[config.mk]
export PLATFORM = sky130hd
export DESIGN_NAME = mc_step_sequencer
export DESIGN_NICKNAME = d
export VERILOG_FILES = /design/src/rtl/mc_ctrl_pkg.sv /design/src/rtl/mc_wait_timer.sv /design/src/rtl/mc_step_sequencer.sv
export SDC_FILE = /design/constraint.sdc
export NUM_CORES = 1
export LEC_CHECK = 0
export ABC_CLOCK_PERIOD_IN_PS = 1800
export CAP_MARGIN = 0
export CORE_ASPECT_RATIO = 1.75
export CORE_MARGIN = 3
export CORE_UTILIZATION = 35
export CTS_CLUSTER_SIZE = 25
export DETAILED_ROUTE_END_ITERATION = 8
export GPL_ROUTABILITY_DRIVEN = 0
export GPL_TIMING_DRIVEN = 0
export HOLD_SLACK_MARGIN = 0.02
export PLACE_DENSITY_LB_ADDON = 0.3
export SLEW_MARGIN = 10
export SYNTH_ARGS = -nofsm -noshare
export SYNTH_HDL_FRONTEND = slang
export SYNTH_SLANG_ARGS = --single-unit
export TNS_END_PERCENT = 5
[constraint.sdc]
create_clock -name clk -period 1.8 [get_ports clk]
set_clock_uncertainty 0.05 [all_clocks]
set_input_delay 0.18 -clock clk [delete_from_list [all_inputs] [get_ports clk]]
set_output_delay 0.18 -clock clk [all_outputs]
set_load 0.05 [all_outputs]
[src/rtl/mc_ctrl_pkg.sv]
// Shared state, step-code and opcode definitions for the multi-cycle control sequencer.
package mc_ctrl_pkg;

    localparam int unsigned OPCODE_W = 6;

    // FETCH..WRITEBACK encodings equal their step codes; IDLE sits on an unused code
    // internally and is mapped back to 000 on the step output.
    typedef enum logic [2:0] {
        S_FETCH  = 3'b000,
        S_DECODE = 3'b001,
        S_EXEC   = 3'b010,
        S_MEM    = 3'b011,
        S_WB     = 3'b100,
        S_IDLE   = 3'b101,
        S_TRAP   = 3'b111
    } state_e;

    localparam logic [OPCODE_W-1:0] OP_RTYPE = 6'b000000;
    localparam logic [OPCODE_W-1:0] OP_J     = 6'b000010;
    localparam logic [OPCODE_W-1:0] OP_JAL   = 6'b000011;
    localparam logic [OPCODE_W-1:0] OP_BEQ   = 6'b000100;
    localparam logic [OPCODE_W-1:0] OP_BNE   = 6'b000101;
    localparam logic [OPCODE_W-1:0] OP_ADDI  = 6'b001000;
    localparam logic [OPCODE_W-1:0] OP_SLTI  = 6'b001010;
    localparam logic [OPCODE_W-1:0] OP_ANDI  = 6'b001100;
    localparam logic [OPCODE_W-1:0] OP_ORI   = 6'b001101;
    localparam logic [OPCODE_W-1:0] OP_LW    = 6'b100011;
    localparam logic [OPCODE_W-1:0] OP_SW    = 6'b101011;

    typedef struct packed {
        logic legal;
        logic exec;
        logic mem;
        logic wb;
    } path_t;

    function automatic path_t decode_path(input logic [OPCODE_W-1:0] op);
        path_t p;
        p = '0;
        case (op)
            OP_RTYPE, OP_ADDI, OP_SLTI, OP_ANDI, OP_ORI: p = '{legal: 1'b1, exec: 1'b1, mem: 1'b0, wb: 1'b1};
            OP_LW:         p = '{legal: 1'b1, exec: 1'b1, mem: 1'b1, wb: 1'b1};
            OP_SW:         p = '{legal: 1'b1, exec: 1'b1, mem: 1'b1, wb: 1'b0};
            OP_BEQ, OP_BNE: p = '{legal: 1'b1, exec: 1'b1, mem: 1'b0, wb: 1'b0};
            OP_J:          p = '{legal: 1'b1, exec: 1'b0, mem: 1'b0, wb: 1'b0};
            OP_JAL:        p = '{legal: 1'b1, exec: 1'b0, mem: 1'b0, wb: 1'b1};
            default:       p = '0;
        endcase
        return p;
    endfunction

    function automatic logic [2:0] step_code(input state_e s);
        return (s == S_IDLE) ? 3'b000 : 3'(s);
    endfunction

endpackage

[src/rtl/mc_wait_timer.sv]
// Memory wait counter: counts stalled cycles of one FETCH/MEMORY step and flags the last allowed one.
module mc_wait_timer #(
    parameter int unsigned WAIT_LIMIT = 16
) (
    input  logic clk,
    input  logic reset,
    input  logic clear,
    input  logic inc,
    output logic expired
);

    localparam int unsigned CW   = (WAIT_LIMIT < 2) ? 1 : $clog2(WAIT_LIMIT);
    localparam int unsigned LAST = (WAIT_LIMIT == 0) ? 0 : WAIT_LIMIT - 1;

    logic [CW-1:0] cnt_q, cnt_d;

    always_comb begin
        cnt_d = cnt_q;
        if (clear)
            cnt_d = '0;
        else if (inc)
            cnt_d = cnt_q + CW'(1);
    end

    always_ff @(posedge clk) begin
        if (reset)
            cnt_q <= '0;
        else
            cnt_q <= cnt_d;
    end

    // Asserted during the WAIT_LIMIT-th stalled cycle, so a stall never exceeds WAIT_LIMIT cycles.
    assign expired = (WAIT_LIMIT != 0) && (cnt_q == CW'(LAST));

endmodule

[src/rtl/mc_step_sequencer.sv]
// Multi-cycle MIPS32 step sequencer driving a 3-to-8 active-low step decoder.
// Optional performance counters enabled by defining MC_STEP_PERF_EN.
module mc_step_sequencer
    import mc_ctrl_pkg::*;
#(
    parameter int unsigned WAIT_LIMIT = 16
) (
    input  logic                clk,
    input  logic                reset,
    input  logic                start,
    input  logic                halt_req,
    input  logic [OPCODE_W-1:0] opcode,
    input  logic                mem_ready,
    output logic [2:0]          step,
    output logic                dec_e1,
    output logic                dec_ne2,
    output logic                dec_ne3,
    output logic                mem_req,
    output logic                instr_done,
    output logic                busy,
    output logic                illegal,
    output logic                timeout
`ifdef MC_STEP_PERF_EN
    ,
    output logic [31:0]         cycle_cnt,
    output logic [31:0]         instr_cnt
`endif
);

    state_e              state_q, state_d;
    logic [OPCODE_W-1:0] op_q, op_d;
    logic [2:0]          step_q, step_d;
    logic                dec_e1_q, dec_e1_d;
    logic                dec_ne2_q, dec_ne2_d;
    logic                dec_ne3_q, dec_ne3_d;
    logic                mem_req_q, mem_req_d;
    logic                instr_done_q, instr_done_d;
    logic                busy_q, busy_d;
    logic                illegal_q, illegal_d;
    logic                timeout_q, timeout_d;

    path_t dec_path, op_path;
    logic  mem_state, waiting, active, last, expired;

    mc_wait_timer #(.WAIT_LIMIT(WAIT_LIMIT)) u_wait_timer (
        .clk     (clk),
        .reset   (reset),
        .clear   (state_d != state_q),
        .inc     (waiting),
        .expired (expired)
    );

    always_comb begin
        dec_path  = decode_path(opcode);
        op_path   = decode_path(op_q);
        mem_state = (state_q == S_FETCH) || (state_q == S_MEM);
        waiting   = mem_state && !mem_ready;
        active    = (state_q != S_IDLE) && (state_q != S_TRAP);
        last      = 1'b0;
        state_d   = state_q;
        illegal_d = illegal_q;
        timeout_d = timeout_q;
        op_d      = (state_q == S_DECODE) ? opcode : op_q;

        case (state_q)
            S_IDLE: if (start) state_d = S_FETCH;
            S_FETCH: begin
                if (mem_ready) begin
                    state_d = S_DECODE;
                end else if (expired) begin
                    state_d   = S_TRAP;
                    timeout_d = 1'b1;
                end
            end
            S_DECODE: begin
                if (!dec_path.legal) begin
                    state_d   = S_TRAP;
                    illegal_d = 1'b1;
                end else if (dec_path.exec) begin
                    state_d = S_EXEC;
                end else if (dec_path.wb) begin
                    state_d = S_WB;
                end else begin
                    last = 1'b1;
                end
            end
            S_EXEC: begin
                if (op_path.mem)     state_d = S_MEM;
                else if (op_path.wb) state_d = S_WB;
                else                 last    = 1'b1;
            end
            S_MEM: begin
                if (mem_ready) begin
                    if (op_path.wb) state_d = S_WB;
                    else            last    = 1'b1;
                end else if (expired) begin
                    state_d   = S_TRAP;
                    timeout_d = 1'b1;
                end
            end
            S_WB:    last = 1'b1;
            default: state_d = S_TRAP;
        endcase

        if (last)
            state_d = halt_req ? S_IDLE : S_FETCH;

        // Outputs register a view of the step executing this cycle, including its handshake result.
        step_d       = step_code(state_q);
        dec_e1_d     = active;
        dec_ne2_d    = !active;
        dec_ne3_d    = !active || waiting;
        mem_req_d    = mem_state;
        instr_done_d = last;
        busy_d       = active;
    end

    always_ff @(posedge clk) begin
        if (reset) begin
            state_q      <= S_IDLE;
            op_q         <= '0;
            step_q       <= 3'b000;
            dec_e1_q     <= 1'b0;
            dec_ne2_q    <= 1'b1;
            dec_ne3_q    <= 1'b1;
            mem_req_q    <= 1'b0;
            instr_done_q <= 1'b0;
            busy_q       <= 1'b0;
            illegal_q    <= 1'b0;
            timeout_q    <= 1'b0;
        end else begin
            state_q      <= state_d;
            op_q         <= op_d;
            step_q       <= step_d;
            dec_e1_q     <= dec_e1_d;
            dec_ne2_q    <= dec_ne2_d;
            dec_ne3_q    <= dec_ne3_d;
            mem_req_q    <= mem_req_d;
            instr_done_q <= instr_done_d;
            busy_q       <= busy_d;
            illegal_q    <= illegal_d;
            timeout_q    <= timeout_d;
        end
    end

    assign step       = step_q;
    assign dec_e1     = dec_e1_q;
    assign dec_ne2    = dec_ne2_q;
    assign dec_ne3    = dec_ne3_q;
    assign mem_req    = mem_req_q;
    assign instr_done = instr_done_q;
    assign busy       = busy_q;
    assign illegal    = illegal_q;
    assign timeout    = timeout_q;

`ifdef MC_STEP_PERF_EN
    logic [31:0] cycle_cnt_q, cycle_cnt_d;
    logic [31:0] instr_cnt_q, instr_cnt_d;

    always_comb begin
        cycle_cnt_d = cycle_cnt_q + {31'b0, busy_q};
        instr_cnt_d = instr_cnt_q + {31'b0, instr_done_q};
    end

    always_ff @(posedge clk) begin
        if (reset) begin
            cycle_cnt_q <= '0;
            instr_cnt_q <= '0;
        end else begin
            cycle_cnt_q <= cycle_cnt_d;
            instr_cnt_q <= instr_cnt_d;
        end
    end

    assign cycle_cnt = cycle_cnt_q;
    assign instr_cnt = instr_cnt_q;
`endif

endmodule

==> impl_metrics.toml <==
[setup_path]
crit_path_max_fanout = 4
path_common_cell = "buf_4"
start_kind = "flip-flop"
crit_family = "simple AND/OR/NAND/NOR gates"
max_stage_delay_ns = 0.36
r2r-end = "u_wait_timer.cnt_q[2]"
r2r_slack_ns = -0.18
crit_chain = "nand2b_1 -> nor4_4 -> buf_4 -> buf_4 -> or3_1 -> nand4b_1 -> o21ai_2 -> a21oi_4 -> nor4_2"
arrival_ns = 2.10
crit_required_ns = 1.93
critPathBufInv = 2
crit_path_end_kind = "flip-flop"
worstSetupPathType = "flip-flop to flip-flop"
worstRegToRegCells = 9
cp_slowest_cell = "dfxtp_4"
rr_startpoint = "state_q[0]"

[route]
viasPerCell = 5.22
routed_wl_um = 2960
wl_per_cell_um = 14.5
first_iter_violations = 23
drcViolationCount = 0
ant_nets = 0
num_vias = 1065
first_pass_iters = 4

[timing]
worst_pin_slew_ns = 0.510
max_slew_margin_pct = 65.9
slew_viol_final = 0
hold_viol_final = 0
setup_slack_ns = -0.177
max_freq_ghz = 0.506
setup_viol = 5
rsz0062_at_grt = "true"
finalCriticalPeriod_ns = 1.98
min_period_over_period_pct = 110

[clocking]
ctsLongestPathBuffers = 2
clk_latency_ns = 0.27
numClockSinks = 23
cts-root-buf = "clkbuf_8"
numCtsBuffers = 3
cts_tree = "built"
clkTransAtPathRegs_ns = 0.08
cts-htree-levels = 1
hold_buffers = 0

[worst_hold_path]
min_from = "reset"
hold_class = "input pin to flip-flop"
hold_path_end = "step[1]"
min_path_cells = 2

[floorplanning]
dieArea_um2 = 4180
io-pin-count = 22
core_um2 = 3210
die_w_um = 50.2
std_cell_rows = 27
die_h_um = 83.3
initial_utilization_pct = 37.2

[global_routing]
grt_use_total_pct = 15.0
grt_pass1_vias = 1099
antenna_found_initial = 0
grt_start_max_net_pins = 14
grt_pass1_wl_um = 4890
globalRouteOverflowTotal = 0

[final_layout]
nNetsFinal = 174
n_antenna_cell = 0
regArea_um2 = 479
area_growth_pct = 45.5
final_util_pct = 54.2
multi_input_area_um2 = 822
drive_above_1_share_pct = 34.2
fill_cells = 288

[synthesis]
synth_area_leader_cell = "dfxtp_1"
synth.distinct_cells = 47
synthArstFlopShare_pct = 0
synth_nets = 142
synth_top_area_share_pct = 38.5
ys_seq_area_share_pct = 38.5
netlist_area_um2 = 1190
synthCells = 130
synth.area.top_cells = "dfxtp_1 (39%), mux2i_1 (5.0%), nor2_1 (4.4%)"
synth_warnings = 0
syn_area_per_cell_um2 = 9.19
synth_edf_count = 0
synth_seq_cells = 23
synth-main-ff-cell = "dfxtp_1"

[place]
numPortBuffers = 20
place_ws_ns = -0.398
place_hpwl_um = 2120

[run_status]
outcome = "finished, violations left"
violations = "negative setup slack"

[pwr]
p_per_area_nw_per_um2 = 1550
power.total_mw = 2.69
vdd.ir_drop.worst_mv = 0.846
leakagePower_nw = 0.659

[flow_run]
maxCapViolCount = 0
-- metal layers --
metal  GRT usage (%)  vias to the layer above  routed length, um
li1                -                      527                  -
met1            15.8                      488               1140
met2            26.3                       36               1570
met3            2.15                       14                110
met4            9.82                        0                145
met5               0                        -                  0
-- worst max path at each step --
stage                          start               endpoint  slack (ns)  cells after the start
after floorplan           state_q[2]  u_wait_timer.cnt_q[3]       -0.04                      8
after global placement     opcode[2]  u_wait_timer.cnt_q[2]       -0.39                      8
after detailed placement   opcode[2]  u_wait_timer.cnt_q[0]       -0.40                      8
after CTS                 state_q[0]  u_wait_timer.cnt_q[3]       -0.12                      8
after global routing         op_q[1]  u_wait_timer.cnt_q[2]       -0.26                      9
final                     state_q[0]  u_wait_timer.cnt_q[2]       -0.18                      9
-- cells by family (layout without fill, tap and decap cells) --
logic type | Yosys count | count (layout) | synth area share (%)
AND/OR/NAND/NOR | 54 | 54 | 27.9
AO/OA/AOI/OAI | 26 | 26 | 16.0
flip-flops | 23 | 23 | 38.5
buffers and inverters | 14 | 45 | 5.34
multiplexers | 7 | 7 | 6.91
XOR/XNOR | 5 | 5 | 4.29
adder cells (fa/ha/maj) | 1 | 1 | 1.05
-- stage by stage --
| step | area [um2] | std cells | hold WS, ns | TNS, ns |
|---|---|---|---|---|
| 2_1_floorplan | 1200 | 130 | 0.269 | -0.0942 |
| 3_3_place_gp | 1460 | 193 | 0.405 | -1.81 |
| 3_5_place_dp | 1460 | 193 | 0.417 | -1.91 |
| 4_1_cts | 1610 | 202 | 0.240 | -0.428 |
| 5_1_grt | 1740 | 204 | 0.258 | -0.986 |
| 6_report | 1740 | 204 | 0.235 | -0.561 |
-- worst reg2reg max path, cell delays in order (launching register included) --
cell and delay [ns]:
dfxtp_4 0.36, nand2b_1 0.18, nor4_4 0.24, buf_4 0.18
buf_4 0.10, or3_1 0.09, nand4b_1 0.14, o21ai_2 0.15
a21oi_4 0.11, nor4_2 0.29
-- repair_timing --
item | CTS | global route
resized for setup | 20 | 25
setup endpoints to repair | 5 | 6
pin swaps | 6 | 8
setup buffers | 5 | 3
-- registers in the layout (all words and copies together) (netlist names) --
signal / count
op_q: 6
dec_ne2: 1
instr_done: 1
u_wait_timer.cnt_q: 4
busy: 1
timeout: 1
step: 3
mem_req: 1
dec_ne3: 1
illegal: 1
state_q: 3
-- placed cells by master (no fill, tap or decap), types with 4 or more instances in the layout --
| cell type | netlist | layout |
|---|---|---|
| inv_1 | 6 | 6 |
| nand2b_1 | 6 | 6 |
| clkdlybuf4s50_1 | 0 | 16 |
| mux2i_1 | 6 | 6 |
| nor4_2 | 1 | 4 |
| dfxtp_2 | 0 | 6 |
| o21ai_2 | 1 | 4 |
| nor3_1 | 5 | 5 |
| dfxtp_1 | 23 | 14 |
| buf_4 | 2 | 9 |
| dlymetal6s2s_1 | 0 | 4 |
| a21oi_1 | 8 | 7 |
| nor2_1 | 14 | 14 |
-- layout make-up --
class	count	share of cell area, %
Buffer	6	2.37
Clock buffer	3	2.37
Tap cell	43	3.09
Clock inverter	1	0.288
Inverter	7	1.51
Timing Repair Buffer	28	15.5
Sequential cell	23	27.6
Multi-Input combinational cell	93	47.3
-- power breakdown --
part,switching [mW],internal [mW]
clock network,0.173,0.155
registers,0.0809,0.650
logic,0.977,0.655
total,1.23,1.46
-- synth_stat cells, types with 2 or more instances --
| master | instances |
|---|---|
| nor4_1 | 6 |
| nand2_1 | 3 |
| clkbuf_1 | 2 |
| a21oi_1 | 8 |
| nor3_2 | 3 |
| xor2_1 | 3 |
| o21ai_0 | 2 |
| o41ai_1 | 2 |
| nand2b_1 | 6 |
| nand4_1 | 2 |
| buf_4 | 2 |
| buf_2 | 3 |
| inv_1 | 6 |
| o21ai_1 | 3 |
| nor2b_1 | 3 |
| nor2_1 | 14 |
| nor3_1 | 5 |
| dfxtp_1 | 23 |
| mux2i_1 | 6 |
(Power assumes the default switching activity.)
